File: src/rtl/axi_full_master.sv
// Single-outstanding AXI4 master: CPU/cache requests become INCR read bursts (1..256 beats)
// or single-beat strobed writes; one response pulse per read beat or per completed write.
module axi_full_master #(
   parameter int unsigned BUS_WIDTH  = 32,
   parameter int unsigned DATA_WIDTH = 32,
   parameter logic [3:0]  AXI_ID     = 4'h0
) (
   input  logic                    clk,
   input  logic                    reset,
   input  logic                    req_valid,
   output logic                    req_ready,
   input  logic                    req_we,
   input  logic [BUS_WIDTH-1:0]    req_addr,
   input  logic [7:0]              req_len,
   input  logic [DATA_WIDTH-1:0]   req_wdata,
   input  logic [DATA_WIDTH/8-1:0] req_wstrb,
   output logic                    resp_valid,
   output logic [DATA_WIDTH-1:0]   resp_data,
   output logic                    resp_last,
   output logic                    resp_err,
   output logic                    ar_valid,
   input  logic                    ar_ready,
   output logic [3:0]              ar_id,
   output logic [7:0]              ar_len,
   output logic [2:0]              ar_size,
   output logic [BUS_WIDTH-1:0]    ar_addr,
   output logic [2:0]              ar_prot,
   output logic [1:0]              ar_burst,
   output logic [1:0]              ar_lock,
   output logic [3:0]              ar_cache,
   output logic                    aw_valid,
   input  logic                    aw_ready,
   output logic [3:0]              aw_id,
   output logic [7:0]              aw_len,
   output logic [2:0]              aw_size,
   output logic [BUS_WIDTH-1:0]    aw_addr,
   output logic [2:0]              aw_prot,
   output logic [1:0]              aw_burst,
   output logic [1:0]              aw_lock,
   output logic [3:0]              aw_cache,
   input  logic                    rd_valid,
   output logic                    rd_ready,
   input  logic [3:0]              rd_id,
   input  logic [DATA_WIDTH-1:0]   rd_data,
   input  logic [1:0]              rd_resp,
   input  logic                    rd_last,
   output logic                    wd_valid,
   input  logic                    wd_ready,
   output logic [3:0]              wd_id,
   output logic [DATA_WIDTH-1:0]   wd_data,
   output logic [DATA_WIDTH/8-1:0] wstrb,
   output logic                    wd_last,
   input  logic                    wr_valid,
   output logic                    wr_ready,
   input  logic [3:0]              wr_id,
   input  logic [1:0]              wr_breap
);

   typedef enum logic [2:0] {S_IDLE, S_AR, S_RDATA, S_WRITE, S_BRESP} state_t;

   state_t     r_state;
   logic [7:0] r_cnt;
   logic       r_err;

   logic w_cnt_end;
   logic w_beat_done;
   logic w_beat_err;
   logic w_aw_done;
   logic w_wd_done;
   logic w_unused;

   // Fixed attributes: 4-byte INCR beats, normal access, single write beat
   assign ar_id    = AXI_ID;
   assign ar_size  = 3'b010;
   assign ar_burst = 2'b01;
   assign ar_lock  = 2'b00;
   assign ar_cache = 4'h0;
   assign ar_prot  = 3'b000;
   assign aw_id    = AXI_ID;
   assign aw_len   = 8'd0;
   assign aw_size  = 3'b010;
   assign aw_burst = 2'b01;
   assign aw_lock  = 2'b00;
   assign aw_cache = 4'h0;
   assign aw_prot  = 3'b000;
   assign wd_id    = AXI_ID;

   // Burst ends on rd_last or on the expected count; disagreement between the two is an error
   assign w_cnt_end   = (r_cnt == ar_len);
   assign w_beat_done = rd_last || w_cnt_end;
   assign w_beat_err  = (rd_resp != 2'b00) || (rd_last != w_cnt_end);
   assign w_aw_done   = !aw_valid || aw_ready;
   assign w_wd_done   = !wd_valid || wd_ready;

   // IDs are irrelevant with a single transaction outstanding
   assign w_unused = &{1'b0, rd_id, wr_id};

   always_ff @(posedge clk) begin
      if (!reset) begin
         r_state    <= S_IDLE;
         r_cnt      <= 8'd0;
         r_err      <= 1'b0;
         req_ready  <= 1'b0;
         resp_valid <= 1'b0;
         resp_data  <= '0;
         resp_last  <= 1'b0;
         resp_err   <= 1'b0;
         ar_valid   <= 1'b0;
         ar_addr    <= '0;
         ar_len     <= 8'd0;
         aw_valid   <= 1'b0;
         aw_addr    <= '0;
         wd_valid   <= 1'b0;
         wd_data    <= '0;
         wstrb      <= '0;
         wd_last    <= 1'b0;
         rd_ready   <= 1'b0;
         wr_ready   <= 1'b0;
      end else begin
         resp_valid <= 1'b0;
         resp_data  <= '0;
         resp_last  <= 1'b0;
         resp_err   <= 1'b0;
         case (r_state)
            S_IDLE: begin
               req_ready <= 1'b1;
               if (req_valid && req_ready) begin
                  req_ready <= 1'b0;
                  r_cnt     <= 8'd0;
                  r_err     <= 1'b0;
                  if (req_we) begin
                     aw_valid <= 1'b1;
                     aw_addr  <= req_addr;
                     wd_valid <= 1'b1;
                     wd_data  <= req_wdata;
                     wstrb    <= req_wstrb;
                     wd_last  <= 1'b1;
                     r_state  <= S_WRITE;
                  end else begin
                     ar_valid <= 1'b1;
                     ar_addr  <= req_addr;
                     ar_len   <= req_len;
                     r_state  <= S_AR;
                  end
               end
            end
            S_AR: begin
               if (ar_ready) begin
                  ar_valid <= 1'b0;
                  rd_ready <= 1'b1;
                  r_state  <= S_RDATA;
               end
            end
            S_RDATA: begin
               if (rd_valid) begin
                  resp_valid <= 1'b1;
                  resp_data  <= rd_data;
                  r_cnt      <= r_cnt + 8'd1;
                  r_err      <= r_err | w_beat_err;
                  if (w_beat_done) begin
                     resp_last <= 1'b1;
                     resp_err  <= r_err | w_beat_err;
                     rd_ready  <= 1'b0;
                     req_ready <= 1'b1;
                     r_state   <= S_IDLE;
                  end
               end
            end
            S_WRITE: begin
               if (aw_ready) aw_valid <= 1'b0;
               if (wd_ready) begin
                  wd_valid <= 1'b0;
                  wd_last  <= 1'b0;
               end
               if (w_aw_done && w_wd_done) begin
                  wr_ready <= 1'b1;
                  r_state  <= S_BRESP;
               end
            end
            S_BRESP: begin
               if (wr_valid) begin
                  wr_ready   <= 1'b0;
                  resp_valid <= 1'b1;
                  resp_last  <= 1'b1;
                  resp_err   <= (wr_breap != 2'b00);
                  req_ready  <= 1'b1;
                  r_state    <= S_IDLE;
               end
            end
            default: r_state <= S_IDLE;
         endcase
      end
   end

endmodule

File: config.mk
export PLATFORM = sky130hd
export DESIGN_NAME = axi_full_master
export DESIGN_NICKNAME = d
export VERILOG_FILES = /design/src/rtl/axi_full_master.sv
export SDC_FILE = /design/constraint.sdc
export NUM_CORES = 1
export LEC_CHECK = 0
export CAP_MARGIN = 20
export CORE_ASPECT_RATIO = 0.7
export CORE_MARGIN = 8
export CORE_UTILIZATION = 25
export CTS_CLUSTER_DIAMETER = 40
export DETAILED_ROUTE_END_ITERATION = 6
export GPL_ROUTABILITY_DRIVEN = 0
export HOLD_SLACK_MARGIN = 0.02
export PLACE_DENSITY = 0.58
export REMOVE_ABC_BUFFERS = 1
export SLEW_MARGIN = 30
export SYNTH_ARGS = -nofsm -noshare
export SYNTH_HDL_FRONTEND = slang
export SYNTH_SLANG_ARGS = --single-unit
export TNS_END_PERCENT = 20
File: constraint.sdc
create_clock -name clk -period 1.85 [get_ports clk]
set_input_delay 0.555 -clock clk [delete_from_list [all_inputs] [get_ports clk]]
set_output_delay 0.555 -clock clk [all_outputs]
set_load 0.01 [all_outputs]
# Word-level counts from Yosys, hierarchy flattened
# Index checks and enable logic that the tools add are counted.
# word_totals
reg_bits	161
inputBits	130
output_inout_bits	198
elab_cells	111
# classes
add_sub_neg	1
eq_ne	16
mux	46
n_bitwise	2
n_reduce_logical	28
# ops
operator	n
two-way mux 1 bit	25
inequality test 2 bit, second input constant	10
AND reduction 4 bit	5
two-way mux 3 bit	6
one-hot mux 1 bit (2 select lines)	9
two-way mux 8 bit	2
one-hot mux 8 bit (2 select lines)	1
one-hot mux 3 bit (5 select lines)	1
AND reduction 3 bit	5
nonzero test 2 bit	7
adder 8 x 1 -> 8 bit, second input constant	1
equality test 8 bit	1
equality test 3 x 2 -> 1 bit, second input constant	2
AND reduction 6 bit	1
logical OR 1 bit	4
equality test 3 x 1 -> 1 bit, second input constant	1
equality test 3 bit, second input constant	1
zero test 3 bit	1
one-hot mux 1 bit (3 select lines)	1
nonzero test 3 bit	1
logical AND 1 bit	2
zero test 1 bit	2
two-way mux 2 bit	1
inequality test 1 bit	1
2 further kinds	2

# Logic depth before layout (Yosys ltp)
# logic_depth
word_depth	7
ltp_mapped	8
mapped_depth_nobuf	8

# Worst setup path before layout
# Ideal clock, no wire load.
# synth_path
path_type	flip-flop to flip-flop
start	reg ar_len[1]
end	reg r_state[1]
setup_ps	124
arrival_ps	1552
t_required_ps	1726
path_slack_ps	175
path_stages_with_launch	9
cell_sequence	dfxtp_1 xor2_1 nor4_1 nand2_1 ha_1 nand2b_1 a22oi_1 o21ai_0 mux2i_1
# synth_between
elab_chain_len	4
# synth_lines
element	line_no	source
from (decl)	24	output logic [7:0] ar_len,
from (signal assigned)	142	ar_len <= req_len;
equality test 8 bit	89	assign w_cnt_end = (r_cnt == ar_len);
logical OR 1 bit	90	assign w_beat_done = rd_last || w_cnt_end;
inequality test 2 bit (no line)	-	
AND reduction 6 bit (no line)	-	
to (signal assigned)	100	r_state <= S_IDLE;
to (signal assigned)	138	r_state <= S_WRITE;
to (signal assigned)	143	r_state <= S_AR;
to (decl)	61	state_t r_state;
# Every way passes these cells.
# A chain may end at the register's enable or synchronous reset.

# Final worst setup path
# layout_path
start	in req_valid
end	reg aw_addr[21]
# layout_between
elab_chain_len	2
# layout_lines
element	line_no	source
from (decl)	10	input logic req_valid,
logical AND 1 bit	127	if (req_valid && req_ready) begin
AND reduction 3 bit (no line)	-	
to (signal assigned)	133	aw_addr <= req_addr;
to (decl)	36	output logic [BUS_WIDTH-1:0] aw_addr,
# Every way passes these cells.

==> flow_summary.json <==
{
  "status": "finished clean",
  "syn_inst": 717,
  "cts_made_buffers": 17,
  "dp_hpwl_mm": 16.0,
  "setup_tns_ns": 0,
  "irDropWorstVdd_uv": 615,
  "start_util": 0.253,
  "max_freq_ghz": 0.567,
  "clk_latency_ns": 0.43,
  "required_ns": 2.20,
  "seq_area_frac_synth": 0.520,
  "grt_pass1_wl_mm": 32.7,
  "wl_met3_mm": 2.05,
  "fp.dieH_um": 148,
  "path_class": "primary input to register",
  "antenna_found_initial": 0,
  "grt_max_degree": 39,
  "report.final.slew_viol_count": 0,
  "ant_nets": 0,
  "drcViolationCount": 0,
  "clk_path_buf_depth": 2,
  "pin_count": 328,
  "num_rows": 48,
  "leakagePower_uw": 0.00449,
  "wl_met1_mm": 9.16,
  "critPathArrivalTime_ns": 2.12,
  "layout-area-overhead-vs-synth_pct": 58.3,
  "power_density_nw_per_um2": 860,
  "overflow": 0,
  "path_clk_slew_ns": 0.07,
  "hold_viol": 0,
  "drv_cap": 0,
  "maxUsedRoutingLayer": "met4",
  "clock_sinks": 161,
  "whs_path_depth": 2,
  "cts-hold-fix-buffers": 0,
  "numPortBuffers": 271,
  "num_vias": 5518,
  "end_kind": "register",
  "yosys.area.top_type_share": 0.520,
  "grt_pass1_vias": 5550,
  "cp-start-kind": "primary input",
  "hold_slack_ns": 0.449,
  "setup_viol": 0,
  "dr_wl_met2_mm": 10.0,
  "rsz0062_at_grt": "yes",
  "synth_enable_flop_cells": 0,
  "synth_area_um2": 6200,
  "yosys.area.top_type": "dfxtp_1",
  "synth.yosys.warnings": 0,
  "fin_crit_sh": 0.954,
  "nNetsFinal": 1135,
  "synth_cell_type_count": 44,
  "die-area_um2": 30200,
  "ys_ff_latch": 161,
  "firstDrtPassIters": 7,
  "worst_slack_ns": 0.0852,
  "nFillCells": 2511,
  "skew_ns": 0.00703,
  "hp-class": "register to register",
  "drive_above_1_share": 0.0915,
  "synth_area_per_cell_um2": 8.65,
  "routedWlPerCell_um": 16.0,
  "viasPerCell": 4.11,
  "pre_cts_slack_ns": -0.472,
  "synthArstFlopShare": 0,
  "grtUsageTotal": 0.139,
  "ys_top_cells_by_area": "dfxtp_1 (52%), nand2_1 (14%), buf_4 (6.7%)",
  "cts_tree": "done",
  "core_area_um2": 24500,
  "die_w_um": 204,
  "dominantRegCellSynth": "dfxtp_1",
  "wl_mm": 21.5,
  "antenna_cells": 0,
  "rr_worst_depth": 9,
  "period_minus_slack_ns": 1.76,
  "cp_max_fo": 29,
  "drtIter0Drc": 192,
  "cts_root_buf": "clkbuf_16",
  "h-tree-depth": 4
}
registers in the layout, indices dropped and copies added, names as in the netlist, 3 cells and up:
name       flops
r_cnt          8
wd_data       32
wstrb          4
ar_len         8
resp_data     32
aw_addr       32
r_state        3
ar_addr       32
cell usage after synthesis, types with 3 or more instances:
cell	n
and3_1	5
o21ai_0	3
buf_6	3
nor4_1	3
a21oi_1	50
nor2_1	13
and2_1	32
clkbuf_1	28
a21boi_0	34
a21boi_1	29
buf_2	7
a21oi_2	4
xor2_1	11
a31oi_1	3
nand2_1	230
nand2b_1	6
buf_4	55
inv_1	4
dfxtp_1	161
nor2b_1	4
critical path: stages:
cell             delay [ns]
clkdlybuf4s50_1        0.48
nor4b_4                0.19
buf_4                  0.18
and3_4                 0.25
buf_12                 0.19
nand2_1                0.08
a21boi_0               0.16
cell families (layout without fill, tap and decap cells):
group / after synthesis / in the layout / share of synthesized area
adder cells (fa/ha/maj): 2 / 2 / 0.00403
XOR/XNOR: 11 / 11 / 0.0155
other: 2 / 48 / 0.00121
AND/OR/NAND/NOR: 305 / 305 / 0.214
multiplexers: 2 / 2 / 0.00323
AO/OA/AOI/OAI: 135 / 135 / 0.144
buffers and inverters: 99 / 352 / 0.0984
flip-flops: 161 / 161 / 0.520
worst paths after layout:
check,startpoint,to,slack (ns)
worst max-delay path,req_valid,aw_addr[21],0.09
worst min-delay path,aw_addr[7],aw_addr[7],0.45
worst max register to register,ar_len[4],req_ready,0.09
worst min register to register,aw_addr[7],aw_addr[7],0.45
metrics by stage:
step                       util  cells  power, µW  area, µm²
after floorplan               -    669       4070       5780
after global placement    0.381   1308       4780       9330
after detailed placement  0.381   1308       4780       9330
after CTS                 0.399   1340       8570       9780
after global routing      0.401   1341       8830       9820
final                     0.401   1341       8450       9820
layer usage:
layer  up-vias  track usage
met3        15       0.0733
met1      2542        0.164
met4         0       0.0377
li1       2793            -
met2       168        0.218
met5         -            0
repair_timing:
item,CTS,global route
setup endpoints to repair,148,71
hold endpoints to repair,0,0
resized for setup,146,12
pin swaps,0,2
setup buffers,0,1
layout by cell type, fill, tap and decap left out, drive strengths merged, types with 6 or more instances in the layout:
master / Yosys / layout
dlygate4sd2: 0 / 145
nand2b: 6 / 6
xor2: 11 / 11
a21oi: 54 / 54
dfxtp: 161 / 161
nor2: 13 / 13
inv: 5 / 7
a21boi: 63 / 63
and2: 32 / 32
nand2: 230 / 230
clkbuf: 29 / 19
clkdlybuf4s50: 0 / 120
buf: 65 / 45
conb: 2 / 48
area by class of cell:
type	instances	area (µm²)	share of cell area
clock buffer	19	443	0.0451
clock inverter	13	184	0.0187
tap	325	407	0.0414
multi-input combinational	503	2580	0.263
timing repair buffer	315	2960	0.301
sequential	161	3230	0.329
inverter	5	18.8	0.00191
power breakdown:
| group | switching, µW | internal (µW) | total [µW] |
|---|---|---|---|
| Combinational | 488 | 520 | 1010 |
| Sequential | 53.4 | 3570 | 3630 |
| Clock | 1510 | 2300 | 3810 |
| Total | 2050 | 6390 | 8450 |
No activity file was read; power rests on OpenSTA's default activity.
